File: src/rtl/mips16_pkg.sv
// Shared encodings for the mips16 multicycle controller: opcodes, ALU op codes,
// FSM states and datapath mux selects.
package mips16_pkg;

    localparam int OPCODE_WIDTH   = 4;
    localparam int FUNCT_WIDTH    = 3;
    localparam int ALU_CTRL_WIDTH = 3;

    typedef enum logic [OPCODE_WIDTH-1:0] {
        OP_RTYPE = 4'b0000,
        OP_LW    = 4'b0001,
        OP_SW    = 4'b0010,
        OP_BEQ   = 4'b0011,
        OP_ADDI  = 4'b0100,
        OP_J     = 4'b0101
    } opcode_t;

    typedef enum logic [ALU_CTRL_WIDTH-1:0] {
        ALU_ADD = 3'b000,
        ALU_SUB = 3'b001,
        ALU_AND = 3'b010,
        ALU_OR  = 3'b011,
        ALU_SLT = 3'b100
    } alu_ctrl_t;

    typedef enum logic [3:0] {
        S_FETCH   = 4'd0,
        S_DECODE  = 4'd1,
        S_MEMADR  = 4'd2,
        S_MEMRD   = 4'd3,
        S_MEMWB   = 4'd4,
        S_MEMWR   = 4'd5,
        S_EXECUTE = 4'd6,
        S_ALUWB   = 4'd7,
        S_BRANCH  = 4'd8,
        S_ADDIEX  = 4'd9,
        S_ADDIWB  = 4'd10,
        S_JUMP    = 4'd11
    } ctrl_state_t;

    localparam logic [1:0] SRC_B_REG    = 2'b00;
    localparam logic [1:0] SRC_B_TWO    = 2'b01;
    localparam logic [1:0] SRC_B_IMM    = 2'b10;
    localparam logic [1:0] SRC_B_IMM_SH = 2'b11;

    localparam logic [1:0] PC_SRC_ALU    = 2'b00;
    localparam logic [1:0] PC_SRC_ALUOUT = 2'b01;
    localparam logic [1:0] PC_SRC_JUMP   = 2'b10;

    function automatic logic funct_is_legal(input logic [FUNCT_WIDTH-1:0] funct);
        return (funct <= 3'b100);
    endfunction

    function automatic alu_ctrl_t funct_to_alu(input logic [FUNCT_WIDTH-1:0] funct);
        case (funct)
            3'b000:  return ALU_ADD;
            3'b001:  return ALU_SUB;
            3'b010:  return ALU_AND;
            3'b011:  return ALU_OR;
            3'b100:  return ALU_SLT;
            default: return ALU_ADD;
        endcase
    endfunction

endpackage

File: src/rtl/alu_decoder.sv
// R-type funct to ALU op code mapping; non-R phases always request ADD.
module alu_decoder
    import mips16_pkg::*;
(
    input  logic [FUNCT_WIDTH-1:0]    funct,
    input  logic                      is_rtype,
    output logic [ALU_CTRL_WIDTH-1:0] alu_control,
    output logic                      illegal_funct
);

    always_comb begin
        alu_control   = ALU_ADD;
        illegal_funct = 1'b0;
        if (is_rtype) begin
            if (funct_is_legal(funct)) begin
                alu_control = funct_to_alu(funct);
            end else begin
                illegal_funct = 1'b1;
            end
        end
    end

endmodule

File: src/rtl/mips16_multicycle_control.sv
// Multicycle control FSM for the 16-bit MIPS core. Datapath controls are decoded
// from the state register; strobes are additionally masked while reset is high.
module mips16_multicycle_control
    import mips16_pkg::*;
#(
    parameter int OPCODE_W   = OPCODE_WIDTH,
    parameter int FUNCT_W    = FUNCT_WIDTH,
    parameter int ALU_CTRL_W = ALU_CTRL_WIDTH
) (
    input  logic                  clk,
    input  logic                  reset,
    input  logic [OPCODE_W-1:0]   opcode,
    input  logic [FUNCT_W-1:0]    funct,
    input  logic                  zero,
    input  logic                  mem_ready,
    output logic [ALU_CTRL_W-1:0] alu_control,
    output logic                  alu_src_a,
    output logic [1:0]            alu_src_b,
    output logic [1:0]            pc_src,
    output logic                  pc_en,
    output logic                  ir_write,
    output logic                  i_or_d,
    output logic                  mem_req,
    output logic                  mem_write,
    output logic                  reg_dst,
    output logic                  mem_to_reg,
    output logic                  reg_write,
    output logic                  illegal_op
);

    localparam int N_STROBE = 6;

    ctrl_state_t state_q, state_d;

    logic [ALU_CTRL_W-1:0] dec_alu;
    logic                  dec_illegal;
    logic                  rtype_phase;

    logic [ALU_CTRL_W-1:0] alu_ctrl_c;
    logic                  src_a_c;
    logic [1:0]            src_b_c;
    logic [1:0]            pc_src_c;
    logic                  pc_write_c;
    logic                  branch_c;
    logic                  ir_write_c;
    logic                  i_or_d_c;
    logic                  mem_req_c;
    logic                  mem_write_c;
    logic                  reg_dst_c;
    logic                  mem_to_reg_c;
    logic                  reg_write_c;
    logic                  illegal_c;

    logic [N_STROBE-1:0]   strobe_raw;
    logic [N_STROBE-1:0]   strobe_gated;

    // funct is only meaningful while the R-type instruction sits in EXECUTE/ALUWB
    assign rtype_phase = (state_q == S_EXECUTE) || (state_q == S_ALUWB);

    alu_decoder u_alu_decoder (
        .funct         (funct),
        .is_rtype      (rtype_phase),
        .alu_control   (dec_alu),
        .illegal_funct (dec_illegal)
    );

    always_comb begin
        state_d      = state_q;
        alu_ctrl_c   = ALU_ADD;
        src_a_c      = 1'b0;
        src_b_c      = SRC_B_REG;
        pc_src_c     = PC_SRC_ALU;
        pc_write_c   = 1'b0;
        branch_c     = 1'b0;
        ir_write_c   = 1'b0;
        i_or_d_c     = 1'b0;
        mem_req_c    = 1'b0;
        mem_write_c  = 1'b0;
        reg_dst_c    = 1'b0;
        mem_to_reg_c = 1'b0;
        reg_write_c  = 1'b0;
        illegal_c    = 1'b0;

        case (state_q)
            S_FETCH: begin
                mem_req_c = 1'b1;
                src_b_c   = SRC_B_TWO;
                if (mem_ready) begin
                    ir_write_c = 1'b1;
                    pc_write_c = 1'b1;
                    state_d    = S_DECODE;
                end
            end
            S_DECODE: begin
                // Speculatively form the branch target into ALUOut.
                src_b_c = SRC_B_IMM_SH;
                case (opcode)
                    OP_RTYPE:     state_d = S_EXECUTE;
                    OP_LW, OP_SW: state_d = S_MEMADR;
                    OP_BEQ:       state_d = S_BRANCH;
                    OP_ADDI:      state_d = S_ADDIEX;
                    OP_J:         state_d = S_JUMP;
                    default: begin
                        illegal_c = 1'b1;
                        state_d   = S_FETCH;
                    end
                endcase
            end
            S_MEMADR: begin
                src_a_c = 1'b1;
                src_b_c = SRC_B_IMM;
                state_d = (opcode == OP_SW) ? S_MEMWR : S_MEMRD;
            end
            S_MEMRD: begin
                mem_req_c = 1'b1;
                i_or_d_c  = 1'b1;
                if (mem_ready) begin
                    state_d = S_MEMWB;
                end
            end
            S_MEMWB: begin
                mem_to_reg_c = 1'b1;
                reg_write_c  = 1'b1;
                state_d      = S_FETCH;
            end
            S_MEMWR: begin
                mem_req_c   = 1'b1;
                mem_write_c = 1'b1;
                i_or_d_c    = 1'b1;
                if (mem_ready) begin
                    state_d = S_FETCH;
                end
            end
            S_EXECUTE: begin
                src_a_c    = 1'b1;
                alu_ctrl_c = dec_alu;
                illegal_c  = dec_illegal;
                state_d    = dec_illegal ? S_FETCH : S_ALUWB;
            end
            S_ALUWB: begin
                alu_ctrl_c  = dec_alu;
                reg_dst_c   = 1'b1;
                reg_write_c = 1'b1;
                state_d     = S_FETCH;
            end
            S_BRANCH: begin
                src_a_c    = 1'b1;
                alu_ctrl_c = ALU_SUB;
                pc_src_c   = PC_SRC_ALUOUT;
                branch_c   = 1'b1;
                state_d    = S_FETCH;
            end
            S_ADDIEX: begin
                src_a_c = 1'b1;
                src_b_c = SRC_B_IMM;
                state_d = S_ADDIWB;
            end
            S_ADDIWB: begin
                reg_write_c = 1'b1;
                state_d     = S_FETCH;
            end
            S_JUMP: begin
                pc_src_c   = PC_SRC_JUMP;
                pc_write_c = 1'b1;
                state_d    = S_FETCH;
            end
            default: begin
                state_d = S_FETCH;
            end
        endcase
    end

    always_ff @(posedge clk) begin
        if (reset) begin
            state_q <= S_FETCH;
        end else begin
            state_q <= state_d;
        end
    end

    assign strobe_raw = {pc_write_c | (branch_c & zero), ir_write_c, mem_req_c,
                         mem_write_c, reg_write_c, illegal_c};

    // Strobes are masked in the reset cycle itself so an in-flight access is abandoned at once.
    generate
        for (genvar gi = 0; gi < N_STROBE; gi++) begin : g_strobe_mask
            assign strobe_gated[gi] = strobe_raw[gi] & ~reset;
        end
    endgenerate

    assign {pc_en, ir_write, mem_req, mem_write, reg_write, illegal_op} = strobe_gated;

    assign alu_control = alu_ctrl_c;
    assign alu_src_a   = src_a_c;
    assign alu_src_b   = src_b_c;
    assign pc_src      = pc_src_c;
    assign i_or_d      = i_or_d_c;
    assign reg_dst     = reg_dst_c;
    assign mem_to_reg  = mem_to_reg_c;

endmodule
File: config.mk
export PLATFORM = sky130hd
export DESIGN_NAME = mips16_multicycle_control
export DESIGN_NICKNAME = d
export VERILOG_FILES = /design/src/rtl/mips16_pkg.sv /design/src/rtl/alu_decoder.sv /design/src/rtl/mips16_multicycle_control.sv
export SDC_FILE = /design/constraint.sdc
export NUM_CORES = 1
export LEC_CHECK = 0
export BUFFER_PORTS_ARGS = -buffer_cell sky130_fd_sc_hd__buf_2
export CORE_UTILIZATION = 41
export DETAILED_ROUTE_END_ITERATION = 8
export GPL_TIMING_DRIVEN = 0
export PLACE_DENSITY = 0.74
export SLEW_MARGIN = 40
export SYNTH_ARGS = -nofsm -noshare
export SYNTH_HDL_FRONTEND = slang
export SYNTH_HIERARCHICAL = 1
export SYNTH_SLANG_ARGS = --single-unit
File: constraint.sdc
create_clock -name clk -period 1.7 [get_ports clk]
set_clock_uncertainty 0.1 [all_clocks]
set_input_delay 0.17 -clock clk [delete_from_list [all_inputs] [get_ports clk]]
set_output_delay 0.17 -clock clk [all_outputs]
set_load 0.01 [all_outputs]
# After elaboration in Yosys (flattened, before gate mapping)
# Cells that the tools add are included.
[op_classes] n_lt_le_gt_ge=1 n_eq_ne=23 muxes=28 n_bitwise=9 reduce_logical=12
[op_table] op="case mux 4 bit (7 select lines)" count=1
[op_table] op="== test 4 x 3 -> 1 bit (second input constant)" count=6
[op_table] op="case mux 4 bit (5 select lines)" count=1
[op_table] op="== test 4 x 2 -> 1 bit (second input constant)" count=4
[op_table] op="== test 4 bit (second input constant)" count=4
[op_table] op="two-way mux 1 bit" count=13
[op_table] op="two-way mux 3 bit" count=4
[op_table] op="two-way mux 4 bit" count=3
[op_table] op="case mux 3 bit (4 select lines)" count=1
[op_table] op="== test 4 x 1 -> 1 bit (second input constant)" count=2
[op_table] op="logical NOT 4 bit" count=2
[op_table] op="OR reduction 2 bit" count=4
[op_table] op="AND 1 bit" count=7
[op_table] op="== test 3 x 2 -> 1 bit (second input constant)" count=2
[op_table] op="!= test 2 bit (second input constant)" count=3
[op_table] op="case mux 2 bit (3 select lines)" count=1
[op_table] op="case mux 3 bit (2 select lines)" count=1
[op_table] op="OR reduction 3 bit" count=2
[op_table] op="OR reduction 6 bit" count=1
[op_table] op="case mux 1 bit (2 select lines)" count=2
[op_table] op="case mux 2 bit (2 select lines)" count=1
[op_table] op="OR reduction 4 bit" count=1
[op_table] op="== test 3 x 1 -> 1 bit (second input constant)" count=1
[op_table] op="== test 3 bit (second input constant)" count=1
[op_table] op="5 further kinds" count=5
[word_totals] regBits=4 in_bits=11 out_inout_bits=17 word_cells=74

# Longest topological paths before layout
[depth] word_depth=5 mapped_depth=8 ltp_nobuf=7

# Cells and area by module
# The synthesis kept the hierarchy.
[modules_own_cells] mod="mips16_multicycle_control" instances=1 cells_each=84 area_per_inst_um2=579.3 seq_area_each_um2=80.1
[modules_own_cells] mod="alu_decoder" instances=1 cells_each=4 area_per_inst_um2=41.3 seq_area_each_um2=0.0

# Least setup slack after synthesis
# Ideal clock, no wire load.
[synth_path] path_type="reg2out" startpoint="register state_q[3]" endpoint="output illegal_op" t_arrival_ns=1.382 t_required_ns=1.430 path_slack_ns=0.048 path_stages_with_launch=7 n_path_buf=1 cell_sequence="dfxtp_1 -> buf_6 -> nand2b_1 -> nor2_1 -> o211a_1 -> a31oi_1 -> nor3_1"
[synth_via] elab_chain_len=5 elab_cells_between_ends=7 classes_between="3 x eq/ne; 2 x mux; 1 x bitwise; 1 x reduce/logical"
[synth_lines] item="start: declaration" line="mips16_multicycle_control.sv:33" rtl="ctrl_state_t state_q, state_d;"
[synth_lines] item="start signal: assignment" line="mips16_multicycle_control.sv:177" rtl="state_q <= state_d;"
[synth_lines] item="== test 4 x 3 -> 1 bit" line="mips16_multicycle_control.sv:58" rtl="assign rtype_phase = (state_q == S_EXECUTE) || (state_q == S_ALUWB);"
[synth_lines] item="logical OR 1 bit *" line="mips16_multicycle_control.sv:58"
[synth_lines] item="named net rtype_phase" line="mips16_multicycle_control.sv:37" rtl="logic rtype_phase;"
[synth_lines] item="two-way mux 1 bit *" line="alu_decoder.sv:14" rtl="if (is_rtype) begin"
[synth_lines] item="named net dec_illegal" line="mips16_multicycle_control.sv:36" rtl="logic dec_illegal;"
[synth_lines] item="case mux 1 bit (2 select lines) *" line="mips16_multicycle_control.sv:84" rtl="case (state_q)"
[synth_lines] item="AND 1 bit *" line="mips16_multicycle_control.sv:187" rtl="assign strobe_gated[gi] = strobe_raw[gi] & ~reset;"
[synth_lines] item="end: declaration" line="mips16_multicycle_control.sv:28" rtl="output logic illegal_op"
# The timed path passes the listed nets; every way through them passes the cells marked *.

# Worst setup path in the final report
[layout_path] startpoint="register state_q[2]" endpoint="output illegal_op"
[layout_via] elab_chain_len=5 elab_cells_between_ends=7 classes_between="3 x eq/ne; 2 x mux; 1 x bitwise; 1 x reduce/logical"
[layout_lines] item="== test 4 x 3 -> 1 bit, on equally long branches" line="mips16_multicycle_control.sv:58, mips16_multicycle_control.sv:84"
[layout_lines] item="logical OR 1 bit" line="mips16_multicycle_control.sv:58"
[layout_lines] item="two-way mux 1 bit" line="alu_decoder.sv:14"
[layout_lines] item="case mux 1 bit (2 select lines) *" line="mips16_multicycle_control.sv:84"
[layout_lines] item="AND 1 bit *" line="mips16_multicycle_control.sv:187"
# Every way passes the cells marked *; elsewhere a longest branch is shown, timed or not.

==> impl_metrics.xml <==
<?xml version="1.0" encoding="UTF-8"?>
<metrics>
  <group name="synth">
    <metric name="synth_area_per_cell" unit="um^2">7.05</metric>
    <metric name="cell_types_with_the_largest_area_share_after_synthesis" unit="">sky130_fd_sc_hd__dfxtp_1 13%, sky130_fd_sc_hd__nor2_1 7.9%, sky130_fd_sc_hd__nor3_1 5.6%</metric>
    <metric name="syn-cell-area" unit="um^2">621</metric>
    <metric name="synth_nets" unit="">99</metric>
    <metric name="synth_top_cell_area_share" unit="%">12.9</metric>
    <metric name="synthesis.instances" unit="">88</metric>
    <metric name="async_reset_ff_share" unit="%">0</metric>
    <metric name="largest_area_contributor_in_the_synthesized_netlist" unit="">sky130_fd_sc_hd__dfxtp_1</metric>
    <metric name="yosysUniqueCellTypes" unit="">40</metric>
    <metric name="yosysWarnings" unit="">6</metric>
    <metric name="yosys_register_bits" unit="">4</metric>
    <metric name="synth_sequential_area_ratio" unit="%">12.9</metric>
    <metric name="synth-edff-count" unit="">0</metric>
    <metric name="postSynth.topFlopCell" unit="">sky130_fd_sc_hd__dfxtp_1</metric>
  </group>
  <group name="clock_tree">
    <metric name="cts-hold-fix-buffers" unit="">0</metric>
    <metric name="maximum_level_of_the_cts_h_tree" unit="">1</metric>
    <metric name="cts-root-buf" unit="">sky130_fd_sc_hd__clkbuf_4</metric>
    <metric name="cts.sinks" unit="">4</metric>
    <metric name="tritoncts" unit="">done</metric>
    <metric name="numCtsBuffers" unit="">3</metric>
    <metric name="clock_insertion_delay_worst_skew" unit="ps">240</metric>
    <metric name="cts_buffer_depth" unit="">2</metric>
    <metric name="clkTransAtPathRegs" unit="ps">40</metric>
  </group>
  <group name="setup_path">
    <metric name="worst-path-max-fanout" unit="">7</metric>
    <metric name="crit_required" unit="ps">1430</metric>
    <metric name="timing.reg2reg.worst_path_depth" unit="">8</metric>
    <metric name="cp-end-kind" unit="">output pin</metric>
    <metric name="cp.arrival" unit="ps">1500</metric>
    <metric name="critical_path.startpoint_type" unit="">flip-flop</metric>
    <metric name="r2r_setup_slack" unit="ps">30</metric>
    <metric name="timing_worst_setup_path_type" unit="">reg2out</metric>
  </group>
  <group name="pwr">
    <metric name="p_int" unit="uW">267</metric>
    <metric name="seq_power_share" unit="%">26.4</metric>
    <metric name="ir_drop" unit="mV">0.416</metric>
    <metric name="share_of_power_burned_in_the_clock_network" unit="%">28.2</metric>
    <metric name="swShare" unit="%">36.8</metric>
    <metric name="comb_power_share" unit="%">45.4</metric>
    <metric name="totalPowerFinal" unit="uW">423</metric>
    <metric name="powerDensity" unit="nW/um^2">469</metric>
    <metric name="power.leakage" unit="nW">0.450</metric>
    <metric name="switching_power" unit="uW">156</metric>
  </group>
  <group name="global_route">
    <metric name="gr-total-overflow" unit="">0</metric>
    <metric name="grt.total_usage" unit="%">22.6</metric>
    <metric name="vias_in_the_first_global_route" unit="">616</metric>
    <metric name="grt_antenna_before_repair" unit="">0</metric>
    <metric name="grt_max_degree" unit="">11</metric>
    <metric name="first_pass_grt_wire_length" unit="um">2560</metric>
  </group>
  <group name="timing">
    <metric name="hold_viol" unit="">0</metric>
    <metric name="final.hold.worst_slack" unit="ps">166</metric>
    <metric name="final_max_slew_viol_count" unit="">0</metric>
    <metric name="period_share" unit="%">104</metric>
    <metric name="slew_headroom" unit="%">72.1</metric>
    <metric name="finalWorstSetupSlack" unit="ps">-72.1</metric>
    <metric name="worst-slew-pin-transition" unit="ps">419</metric>
    <metric name="rsz0062_at_grt" unit="">yes</metric>
    <metric name="fmaxAchievable" unit="GHz">0.564</metric>
    <metric name="post-route-min-period" unit="ps">1770</metric>
    <metric name="report.final.setup_viol" unit="">3</metric>
  </group>
  <group name="final_layout">
    <metric name="drive_gt1_share" unit="%">47.6</metric>
    <metric name="max_flop_register" unit="">state_q</metric>
    <metric name="number_of_flip_flops_under_the_largest_register_name" unit="">4</metric>
    <metric name="mostFrequentLayoutCell" unit="">sky130_fd_sc_hd__buf_2</metric>
    <metric name="syn2layout_area_growth" unit="%">45.2</metric>
    <metric name="finalNetCount" unit="">137</metric>
    <metric name="postLayoutCoreUtil" unit="%">66.7</metric>
    <metric name="most_frequent_cells_in_the_layout" unit="">28 x sky130_fd_sc_hd__buf_2, 11 x sky130_fd_sc_hd__nor2_1, 8 x sky130_fd_sc_hd__buf_4</metric>
    <metric name="number_of_antenna_cells_inserted" unit="">0</metric>
    <metric name="reg.largest.list" unit="">state_q (4)</metric>
    <metric name="filler_cell_count" unit="">131</metric>
    <metric name="instances_no_fill" unit="">139</metric>
    <metric name="design_area" unit="um^2">901</metric>
  </group>
  <group name="routing">
    <metric name="final_antenna_net_count" unit="">0</metric>
    <metric name="post-route-drc-count" unit="">0</metric>
    <metric name="drtPass1Iterations" unit="">4</metric>
    <metric name="dr_total_vias" unit="">798</metric>
    <metric name="routed_wire_length_per_instance" unit="um">14.2</metric>
    <metric name="initialDrtViolationCount" unit="">9</metric>
    <metric name="drt-total-wl" unit="um">1980</metric>
    <metric name="via_per_inst" unit="">5.74</metric>
  </group>
  <group name="die">
    <metric name="dieArea" unit="um^2">1670</metric>
    <metric name="std_cell_rows" unit="">13</metric>
    <metric name="count_of_pins_on_the_block_boundary" unit="">28</metric>
    <metric name="chipWidth" unit="um">40.9</metric>
    <metric name="initial_core_util" unit="%">46.0</metric>
    <metric name="chipHeight" unit="um">40.9</metric>
    <metric name="coreArea" unit="um^2">1350</metric>
  </group>
  <group name="outcome">
    <metric name="violations" unit="">setup timing</metric>
    <metric name="status" unit="">finished with violations</metric>
  </group>
  <group name="placement">
    <metric name="port-buffer-count" unit="">25</metric>
    <metric name="place_area" unit="um^2">764</metric>
    <metric name="placedCellCount" unit="">128</metric>
    <metric name="post-dp-hpwl" unit="um">1280</metric>
    <metric name="place_congestion" unit="">0.928</metric>
  </group>
  <group name="min_path">
    <metric name="worst_hold_path.num_cells" unit="">4</metric>
    <metric name="hold_path_class" unit="">in2reg</metric>
  </group>
  <group name="job">
    <metric name="maxCapViolations" unit="">0</metric>
  </group>
</metrics>
==> through the flow <==
step,setup TNS (ps),setup slack [ps]
6_report,-113,-72.1
5_1_grt,-679,-192
4_1_cts,-101,-44.7
3_5_place_dp,-430,-150
3_3_place_gp,-214,-83.2
2_1_floorplan,0,47.6
==> synth_stat cells, types with 2 or more instances <==
cell / count
sky130_fd_sc_hd__dfxtp_1: 4
sky130_fd_sc_hd__a21oi_1: 5
sky130_fd_sc_hd__nor4_1: 2
sky130_fd_sc_hd__inv_1: 3
sky130_fd_sc_hd__a21o_1: 2
sky130_fd_sc_hd__and2_1: 3
sky130_fd_sc_hd__a31oi_1: 3
sky130_fd_sc_hd__nand2b_1: 4
sky130_fd_sc_hd__buf_2: 3
sky130_fd_sc_hd__nand2_1: 5
sky130_fd_sc_hd__nor2b_1: 2
sky130_fd_sc_hd__buf_6: 2
sky130_fd_sc_hd__nor3_1: 7
sky130_fd_sc_hd__nor2_1: 13
sky130_fd_sc_hd__clkbuf_1: 2
sky130_fd_sc_hd__mux2i_1: 3
sky130_fd_sc_hd__o21a_1: 2
==> power groups by stage <==
stage          clock, mW  combinational [mW]  sequential, mW
5_1_grt            0.134               0.210           0.112
3_3_place_gp           0               0.165           0.109
2_1_floorplan          0               0.117           0.107
3_5_place_dp           0               0.169           0.110
6_report           0.119               0.192           0.112
4_1_cts            0.124               0.176           0.110
==> routing by layer <==
layer  vias to the layer above  part of all wire, %  global-route usage [%]
li1                        393                    -                       -
met1                       372                   44                    26.9
met2                        29                   50                    41.8
met3                         4                  4.9                    6.52
met4                         0                 0.35                       0
met5                         -                    0                       0
==> final timing paths <==
path | start | to
max | state_q[2]$_SDFFE_PP0P_ | illegal_op
min | mem_ready | state_q[0]$_SDFFE_PP0P_
max reg2reg | state_q[3]$_SDFFE_PP0P_ | state_q[0]$_SDFFE_PP0P_
min reg2reg | state_q[0]$_SDFFE_PP0P_ | state_q[3]$_SDFFE_PP0P_
==> area by class of cell <==
class	instances	area, um^2	share of cell area [%]
multi-input combinational	73	517	57.4
timing repair buffer	34	196	21.8
sequential	4	87.6	9.72
buffer	7	45.0	5.00
clock buffer	3	22.5	2.50
tap	15	18.8	2.08
inverter	3	13.8	1.53
==> critical path, cell delays in order, from the launching register on <==
cell and delay (ps):
sky130_fd_sc_hd__dfxtp_2 310, sky130_fd_sc_hd__buf_6 130, sky130_fd_sc_hd__nand2b_1 170, sky130_fd_sc_hd__nor3_1 240, sky130_fd_sc_hd__a31oi_1 70, sky130_fd_sc_hd__nor3_1 170, sky130_fd_sc_hd__buf_2 160
==> what timing repair did <==
action / 4_1_cts / 5_1_grt
gates cloned: 0 / 0
resized for setup: 8 / 13
setup buffers: 4 / 5
endpoints found under the setup margin: 10 / 13
pin swaps: 2 / 6
==> kinds of logic after synthesis <==
group           synth area share (%)
simple gates                    47.4
mux                             6.65
compound gates                  22.0
flops                           12.9
xor+xnor                        1.41
buf+inv                         9.68
Power figures use the tool's default switching activity.
